[src/rtl/bexkat1_bank_ctrl.sv]
`default_nettype none
// ============================================================================
// Module   : bexkat1_bank_ctrl
// Brief    : Register-file bank select with a LIFO of previous banks for
//            nested trap entry/exit, plus the register-file write port mux.
//            Define BEXKAT1_BANK_CLEAR_EN to zero-fill the banked registers
//            of every newly entered bank (pipeline stalls via busy_o).
// Revision : 1.0 - initial release
// ============================================================================
module bexkat1_bank_ctrl #(
  parameter int WIDTH = 32,
  parameter int WINP  = 4,
  parameter int BANKS = 13,
  parameter int DEPTH = 4
) (
  input  logic                         clk_i,
  input  logic                         rst_i,
  input  logic                         enter_i,
  input  logic [3:0]                   enter_bank_i,
  input  logic                         leave_i,
  input  logic [WINP-1:0]              wb_addr_i,
  input  logic [WIDTH-1:0]             wb_data_i,
  input  logic [1:0]                   wb_en_i,
  output logic                         wb_ready_o,
  output logic [3:0]                   bank_o,
  output logic [WINP-1:0]              rf_write_addr_o,
  output logic [WIDTH-1:0]             rf_write_data_o,
  output logic [1:0]                   rf_write_en_o,
  output logic                         busy_o,
  output logic [$clog2(DEPTH+1)-1:0]   depth_o,
  output logic                         err_o
);

  localparam int             DW         = $clog2(DEPTH+1);
  localparam logic [4:0]     c_bank_lim = 5'(BANKS);
  localparam logic [DW-1:0]  c_depth_max = DW'(DEPTH);

  logic [3:0]    r_bank;
  logic [3:0]    r_stack [DEPTH];
  logic [DW-1:0] r_depth;
  logic          r_err;

  logic w_busy;
  logic w_enter_ok;
  logic w_leave_ok;
  logic w_err;

  // Enter wins over a simultaneous leave; every rejected or dropped request flags an error.
  assign w_enter_ok = enter_i && !w_busy &&
                      ({1'b0, enter_bank_i} < c_bank_lim) &&
                      (r_depth != c_depth_max);
  assign w_leave_ok = leave_i && !enter_i && !w_busy && (r_depth != '0);
  assign w_err      = (enter_i && !w_enter_ok) || (leave_i && !w_leave_ok);

  // Bank register and shift-style stack: entry 0 always holds the most recent push.
  always_ff @(posedge clk_i) begin
    if (rst_i) begin
      r_bank  <= '0;
      r_depth <= '0;
      r_err   <= 1'b0;
      for (int i = 0; i < DEPTH; i++) r_stack[i] <= '0;
    end else begin
      r_err <= w_err;
      if (w_enter_ok) begin
        r_stack[0] <= r_bank;
        for (int i = 1; i < DEPTH; i++) r_stack[i] <= r_stack[i-1];
        r_bank  <= enter_bank_i;
        r_depth <= r_depth + 1'b1;
      end else if (w_leave_ok) begin
        r_bank <= r_stack[0];
        for (int i = 0; i < DEPTH-1; i++) r_stack[i] <= r_stack[i+1];
        r_stack[DEPTH-1] <= '0;
        r_depth <= r_depth - 1'b1;
      end
    end
  end

`ifdef BEXKAT1_BANK_CLEAR_EN
  typedef enum logic [0:0] {
    ST_IDLE  = 1'b0,
    ST_CLEAR = 1'b1
  } state_t;

  state_t          r_state;
  state_t          w_state_nxt;
  logic [WINP-2:0] r_clr_idx;

  // State register and clear index; the index restarts at zero whenever idle.
  always_ff @(posedge clk_i) begin
    if (rst_i) begin
      r_state   <= ST_IDLE;
      r_clr_idx <= '0;
    end else begin
      r_state   <= w_state_nxt;
      r_clr_idx <= (r_state == ST_CLEAR) ? r_clr_idx + 1'b1 : '0;
    end
  end

  // Next state: an accepted enter starts a sweep over every banked register.
  always_comb begin
    w_state_nxt = r_state;
    case (r_state)
      ST_IDLE:  if (w_enter_ok) w_state_nxt = ST_CLEAR;
      ST_CLEAR: if (r_clr_idx == '1) w_state_nxt = ST_IDLE;
      default:  w_state_nxt = ST_IDLE;
    endcase
  end

  assign w_busy = (r_state == ST_CLEAR);
`else
  assign w_busy = 1'b0;
`endif

  // Write-port mux: pipeline pass-through, overridden by the zero-fill sweep.
  always_comb begin
    rf_write_addr_o = wb_addr_i;
    rf_write_data_o = wb_data_i;
    rf_write_en_o   = wb_en_i;
`ifdef BEXKAT1_BANK_CLEAR_EN
    if (w_busy) begin
      rf_write_addr_o = {1'b1, r_clr_idx};
      rf_write_data_o = '0;
      rf_write_en_o   = 2'b11;
    end
`endif
  end

  assign bank_o     = r_bank;
  assign depth_o    = r_depth;
  assign err_o      = r_err;
  assign busy_o     = w_busy;
  assign wb_ready_o = !w_busy;

endmodule
`default_nettype wire

[config.mk]
export PLATFORM = sky130hd
export DESIGN_NAME = bexkat1_bank_ctrl
export DESIGN_NICKNAME = d
export VERILOG_FILES = /design/src/rtl/bexkat1_bank_ctrl.sv
export SDC_FILE = /design/constraint.sdc
export NUM_CORES = 1
export LEC_CHECK = 0
export BUFFER_PORTS_ARGS = -buffer_cell sky130_fd_sc_hd__buf_4
export CAP_MARGIN = 20
export CORE_UTILIZATION = 41
export CTS_CLUSTER_SIZE = 20
export DETAILED_ROUTE_END_ITERATION = 7
export GPL_TIMING_DRIVEN = 0
export PLACE_DENSITY = 0.87
export SYNTH_ARGS = -nofsm -noshare
export SYNTH_HDL_FRONTEND = slang
export SYNTH_SLANG_ARGS = --single-unit
[constraint.sdc]
create_clock -name clk_i -period 2.7 [get_ports clk_i]
set_clock_uncertainty 0.05 [all_clocks]
set_input_delay 0.405 -clock clk_i [delete_from_list [all_inputs] [get_ports clk_i]]
set_output_delay 0.405 -clock clk_i [all_outputs]
set_load 0.02 [all_outputs]
==> out/results.ini, run 1 <==
[synth]
syn_area_per_cell_sq_um=9.81
syn-instance-count=142
ys_ff_latch=24
yosys_warnings=0
synth.distinct_cells=26
synth_fp_nets=189
synth-seq-area-share_pct=43.1
synth_area_sq_um=1390

[die]
chipWidth_um=60.3
core_sq_um=3130
ioPinCount=94
die_y_um=60.3
start_util_pct=44.5
rows=20
die_area_sq_um=3630

[finish]
syn_to_final_growth_pct=34.2
fin_area_sq_um=1870
final_nets=247
antennaDiodeCount=0
final_layout_size_suffix_gt1_share_pct=51.3
fillerInstances=270
layout_common_cells=92 x buf_4, 16 x a22oi_1, 13 x nor2_1
final_common_cell=buf_4

[global_routing]
grt_pass1_vias=961
grt_max_degree=14
grt-ovfl-total=0
antenna_found_initial=0
grt_pass1_wl_um=4190
grt_usage_pct=15.5

[clock_network]
cts_setup_buffers=0
cts.path.max_buffers=2
htree_num_levels=1
root_buffer=clkbuf_4
cts_sinks=24
cts_tree=done
numCtsBuffers=3
clk_latency_ns=0.31
cts_resized=0
cts_hold_buf=0
clk_pin_slew_ns=0.13

[timing]
rsz0062_at_grt=no
worst_hold_slack_ns=0.347
finalCritPeriodShare_pct=78.9
slew_violations=0
fin_crit_ns=2.13
report.final.setup_viol=0
fmax_mhz=469
tns_ns=0
hold_viol=0

[route]
drt-initial-drc-count=39
vias_per_cell=4.78
routed-via-count=1162
totalWireLength_um=3010
first_pass_iters=4
wl_per_cell_um=12.4
ant_nets=0
drcViolationCount=0

[placed_design]
place_area_sq_um=1840
gp_congestion=0.790
io_buffer_count=52
post-dp-hpwl_um=2390

[pwr]
p_per_area_nw_per_um2=530
leakage_nw=0.859
ir_drop_v=0.000228

[critical_path]
r2r-start=depth_o[2]
cp-start-kind=flop
cp.required_ns=2.86
crit_type=flop to flop
cp.arrival_ns=2.29
critPathLaunch=depth_o[2]
cp_max_fo=9
worst_setup_path_end_kind=flop

[min_path]
hold_class=input port to flop
min-delay-start=enter_bank_i[3]

[run]
drv_cap=0

[outcome]
status=complete, no violations

-- cell families (layout without fill, tap and decap cells) --
kind of cell | after synthesis | count (layout) | share of synthesized area (%)
buffers and inverters | 51 | 108 | 26.1
other | 2 | 2 | 0.539
adder cells (fa/ha/maj) | 1 | 1 | 1.44
flip-flops | 24 | 24 | 43.1
multiplexers | 6 | 6 | 4.40
AO/OA/AOI/OAI | 27 | 27 | 13.7
AND/OR/NAND/NOR | 31 | 31 | 10.7
-- worst max-delay path, cell delays in order (launching register included) --
cell	delay, ns
dfxtp_1	0.43
or3b_1	0.35
and3_1	0.19
buf_6	0.14
inv_2	0.13
fa_1	0.21
mux2i_1	0.20
mux2_2	0.34
-- path summary, 6_finish.rpt --
kind | end | slack (ns) | cells past startpoint
worst min register to register | bank_o[3] | 0.46 | 2
worst max-delay path | depth_o[2] | 0.57 | 7
worst min-delay path | bank_o[3] | 0.35 | 3
worst max register to register | depth_o[2] | 0.57 | 7
-- through the flow --
step,power [mW],util (%),setup WS (ns),cells
2_1_floorplan,0.716,-,0.583,142
3_3_place_gp,0.826,58.8,0.490,238
3_5_place_dp,0.837,58.8,0.453,238
4_1_cts,0.992,59.6,0.561,242
5_1_grt,1.03,59.8,0.457,243
6_report,0.991,59.8,0.569,243
-- state kept, by name, indices dropped and copies added, names as in the netlist --
signal and flops:
bank_o 4, r_stack 16, err_o 1, depth_o 3
-- synthesized netlist by cell type --
master | number | area share, %
or3b_1 | 1 | 0.63
nor2b_1 | 1 | 0.45
clkbuf_1 | 5 | 1.3
dfxtp_1 | 12 | 17
conb_1 | 2 | 0.54
buf_1 | 1 | 0.27
mux2_2 | 1 | 0.81
inv_1 | 1 | 0.27
a21oi_1 | 6 | 2.2
buf_6 | 3 | 2.4
o211ai_1 | 1 | 0.54
nor3_1 | 7 | 2.5
mux2i_1 | 5 | 3.6
a22oi_1 | 16 | 8.6
fa_1 | 1 | 1.4
nor2_1 | 13 | 3.5
o311a_2 | 1 | 0.81
edfxtp_1 | 12 | 26
buf_4 | 40 | 22
o311ai_0 | 1 | 0.63
o21ai_0 | 1 | 0.36
or3_1 | 3 | 1.3
and3_1 | 1 | 0.45
a21boi_1 | 1 | 0.54
nand3_1 | 5 | 1.8
inv_2 | 1 | 0.27
-- where the power goes --
group          internal, mW  total (mW)  switching, mW  leakage (nW)
Sequential            0.439       0.480         0.0413         0.231
Clock                0.0577       0.162          0.104        0.0150
Combinational         0.170       0.349          0.180         0.614
-- area by class of cell --
class                   count  area (sq um)  share of cell area (%)
flip-flops and latches     24           601                    32.1
clock buffers               4          26.3                    1.41
inverters                   2          7.51                   0.402
well taps                  44          55.1                    2.95
multi-input cells          67           428                    22.9
plain buffers              49           357                    19.1
repair buffers             53           395                    21.2
-- metal layers --
layer,wire [um],global-route usage [%]
met3,250,3.25
met4,11,2.99
met2,1580,29.2
met5,0,0
met1,1170,17.8
Note: power is estimated with default switching activity, not from simulation.
==> inputs of run 2 (changes only) <==
--- a/config.mk
+++ b/config.mk
@@ -5,13 +5,14 @@
 export SDC_FILE = /design/constraint.sdc
 export NUM_CORES = 1
 export LEC_CHECK = 0
+export ABC_AREA = 1
 export BUFFER_PORTS_ARGS = -buffer_cell sky130_fd_sc_hd__buf_4
 export CAP_MARGIN = 20
-export CORE_UTILIZATION = 41
+export CORE_UTILIZATION = 42
 export CTS_CLUSTER_SIZE = 20
 export DETAILED_ROUTE_END_ITERATION = 7
 export GPL_TIMING_DRIVEN = 0
-export PLACE_DENSITY = 0.87
+export PLACE_DENSITY = 0.88
 export SYNTH_ARGS = -nofsm -noshare
 export SYNTH_HDL_FRONTEND = slang
 export SYNTH_SLANG_ARGS = --single-unit
==> constraint.sdc (replaced) <==
create_clock -name clk_i -period 2 [get_ports clk_i]
set_clock_uncertainty 0.05 [all_clocks]
set_input_delay 0.3 -clock clk_i [delete_from_list [all_inputs] [get_ports clk_i]]
set_output_delay 0.3 -clock clk_i [all_outputs]
set_load 0.02 [all_outputs]
==> run 2 against run 1 <==
Fmax increased by 16%. Critical path depth increased by 1. Clock-buffer cell count decreased by 1. Synthesized cell count increased by 25%. First-iteration DRC count increased by 38%. Clock power increased by 27%. Critical endpoint unchanged. Cell count increased by 14%. Worst hold slack got worse by 0.20 ns. Utilization increased by 1.4 points.
==> out/results.ini, run 2 <==
[synth]
yosysMostFrequentCell=nand2_1
syn-instance-count=177  ; +25%
synthFlopType=edfxtp_1
synth_area_sq_um=1450  ; +4.0%
yosysTopAreaCellShare_pct=24.9  ; -1.0 points
synth_fp_nets=224  ; +19%
yosys-top-cells-area=edfxtp_1 25%, buf_4 21%, dfxtp_1 17%, nand2_1 15%, nand3_1 4.5%
ys_ff_latch=24  ; unchanged
synth_top_area_cell=edfxtp_1
yosys_warnings=0  ; unchanged
synth_common_cells=56 x nand2_1, 40 x buf_4, 13 x nand3_1
ys_async_sr_fraction_pct=0  ; unchanged
synth.distinct_cells=21  ; -19%
synth-seq-area-share_pct=41.5  ; -1.7 points
syn_area_per_cell_sq_um=8.19  ; -17%
synth_edf_count=12  ; unchanged

[global_routing]
antenna_found_initial=0  ; unchanged
grt_pass1_vias=1068  ; +11%
grt_usage_pct=16.2  ; +0.70 points
grt-ovfl-total=0  ; unchanged
grt_pass1_wl_um=4440  ; +6.1%
grt_max_degree=13  ; -1

[finish]
final_util_pct=61.1  ; +1.4 points
layout.area.seq_sq_um=603  ; +0.42%
final_common_cell=buf_4
fin_area_sq_um=1930  ; +3.1%
largest_register_ffs=16  ; unchanged
multi_input_area_sq_um=472  ; +10%
top_register=r_stack
final_nets=282  ; +14%
layout_common_cells=93 x buf_4, 56 x nand2_1, 13 x nand3_1
syn_to_final_growth_pct=33.0
final_layout_size_suffix_gt1_share_pct=47.2  ; -4.0 points
fillerInstances=292  ; +8.1%
antennaDiodeCount=0  ; unchanged

[critical_path]
worst_setup_path_end_kind=flop
cp-start-kind=flop
path_delay_family=simple AND/OR/NAND/NOR gates
cp_slowest_cell=dfxtp_2
cp.required_ns=2.17  ; -0.69 ns
cp.arrival_ns=2.01  ; -0.28 ns
crit_top_cell=nor2_1
max_stage_delay_ns=0.39  ; -0.04 ns
crit_buf_inv=1  ; -1
crit_type=flop to flop
cp_max_fo=10  ; +1
cp_cell_sequence=nor2_1 > nand2_1 > nand3_2 > buf_6 > fa_1 > nand3b_1 > a21oi_1 > nor2_1

[route]
first_pass_iters=4  ; unchanged
wl_per_cell_um=10.6  ; -15%
drt-initial-drc-count=54  ; +38%
routed-via-count=1262  ; +8.6%
totalWireLength_um=2930  ; -2.7%
ant_nets=0  ; unchanged
vias_per_cell=4.56  ; -4.7%
drcViolationCount=0  ; unchanged

[placed_design]
gp_congestion=0.805  ; +1.8%
post-dp-hpwl_um=2400  ; +0.69%
io_buffer_count=53  ; +1.9%
place_area_sq_um=1900  ; +3.5%

[die]
chipWidth_um=60.7  ; +0.75%
die_y_um=60.7  ; +0.75%
ioPinCount=94  ; unchanged
core_sq_um=3150  ; +0.80%
die_area_sq_um=3690  ; +1.5%
rows=20  ; unchanged
start_util_pct=46.0  ; +1.4 points

[timing]
fmax_mhz=545  ; +16%
finalCritPeriodShare_pct=91.7  ; +13 points
tns_ns=0  ; unchanged
report.final.setup_viol=0  ; unchanged
hold_viol=0  ; unchanged
rsz0062_at_grt=no
fin_crit_ns=1.83  ; -0.298 ns
slew_violations=0  ; unchanged

[clock_network]
clk_latency_ns=0.31  ; about the same
cts_tree=done
cts_hold_buf=0  ; unchanged
clk_pin_slew_ns=0.13  ; about the same
cts_sinks=24  ; unchanged
root_buffer=clkbuf_4
numCtsBuffers=3  ; unchanged
htree_num_levels=1  ; unchanged
cts_setup_buffers=0  ; unchanged
cts.path.max_buffers=2  ; unchanged
cts_resized=0  ; unchanged

[pwr]
leakage_nw=0.993  ; +16%
ir_drop_v=0.000450  ; +97%
p_per_area_nw_per_um2=683  ; +29%

[outcome]
status=complete, no violations

[run]
drv_cap=0  ; unchanged

[min_path]
hold_class=input port to flop

run 2: cell count changes in the layout (fill, tap and decap cells not counted), moves of 6 or more:
cell      delta
nand2_1     +56
a22oi_1     -15
nor2_1       -9
inv_1        +8
nand3_1      +8
nor3_1       -7
clkbuf_1     -6
run 2: layout make-up:
class                      count  share of cell area, %
tap                           44                   2.86
buffer                        44                   17.6
multi-input combinational     99                   24.5
clock buffer                   3                   1.17
timing repair buffer          53                   20.6
sequential                    24                   31.3
inverter                      10                   1.95
run 2: path summary, 6_finish.rpt:
kind | start | end | slack, ns | cells after the start
setup / recovery | depth_o[0] | depth_o[2] | 0.17 | 8
hold / removal | rst_i | depth_o[1] | 0.15 | 2
setup reg to reg | depth_o[0] | depth_o[2] | 0.17 | 8
hold reg to reg | r_stack[3][3] | r_stack[3][3] | 0.44 | 2
run 2: through the flow:
step,cells,setup slack (ns),hold slack [ns],power (mW)
2_1_floorplan,177,0.141,0.319,0.955
3_3_place_gp,274,0.111,0.413,1.11
3_5_place_dp,274,0.0960,0.418,1.12
4_1_cts,277,0.0883,0.149,1.32
5_1_grt,277,0.0643,0.152,1.39
6_report,277,0.166,0.146,1.32
run 2: power breakdown:
part,total (mW),leakage (nW),switching [mW],internal (mW)
clock network,0.206,0.0138,0.136,0.0704
registers,0.635,0.227,0.0455,0.590
logic,0.474,0.752,0.261,0.213
total,1.32,0.993,0.442,0.873
run 2: per-layer routing:
layer | share of wire [%] | global-route usage, % | wire length [um]
met2 | 53 | 30.5 | 1560
met5 | 0 | 0 | 0
met1 | 39 | 18.6 | 1150
met4 | 0.34 | 5.84 | 10
met3 | 7.3 | 2.35 | 214
run 2: cell families after synthesis:
kind of cell    count (synthesis)  synth area share [%]
buf+inv                        54                  26.0
compound gates                 13                  4.66
other cells                     2                 0.518
simple gates                   83                  26.0
flops                          24                  41.5
fa+ha+maj                       1                  1.38
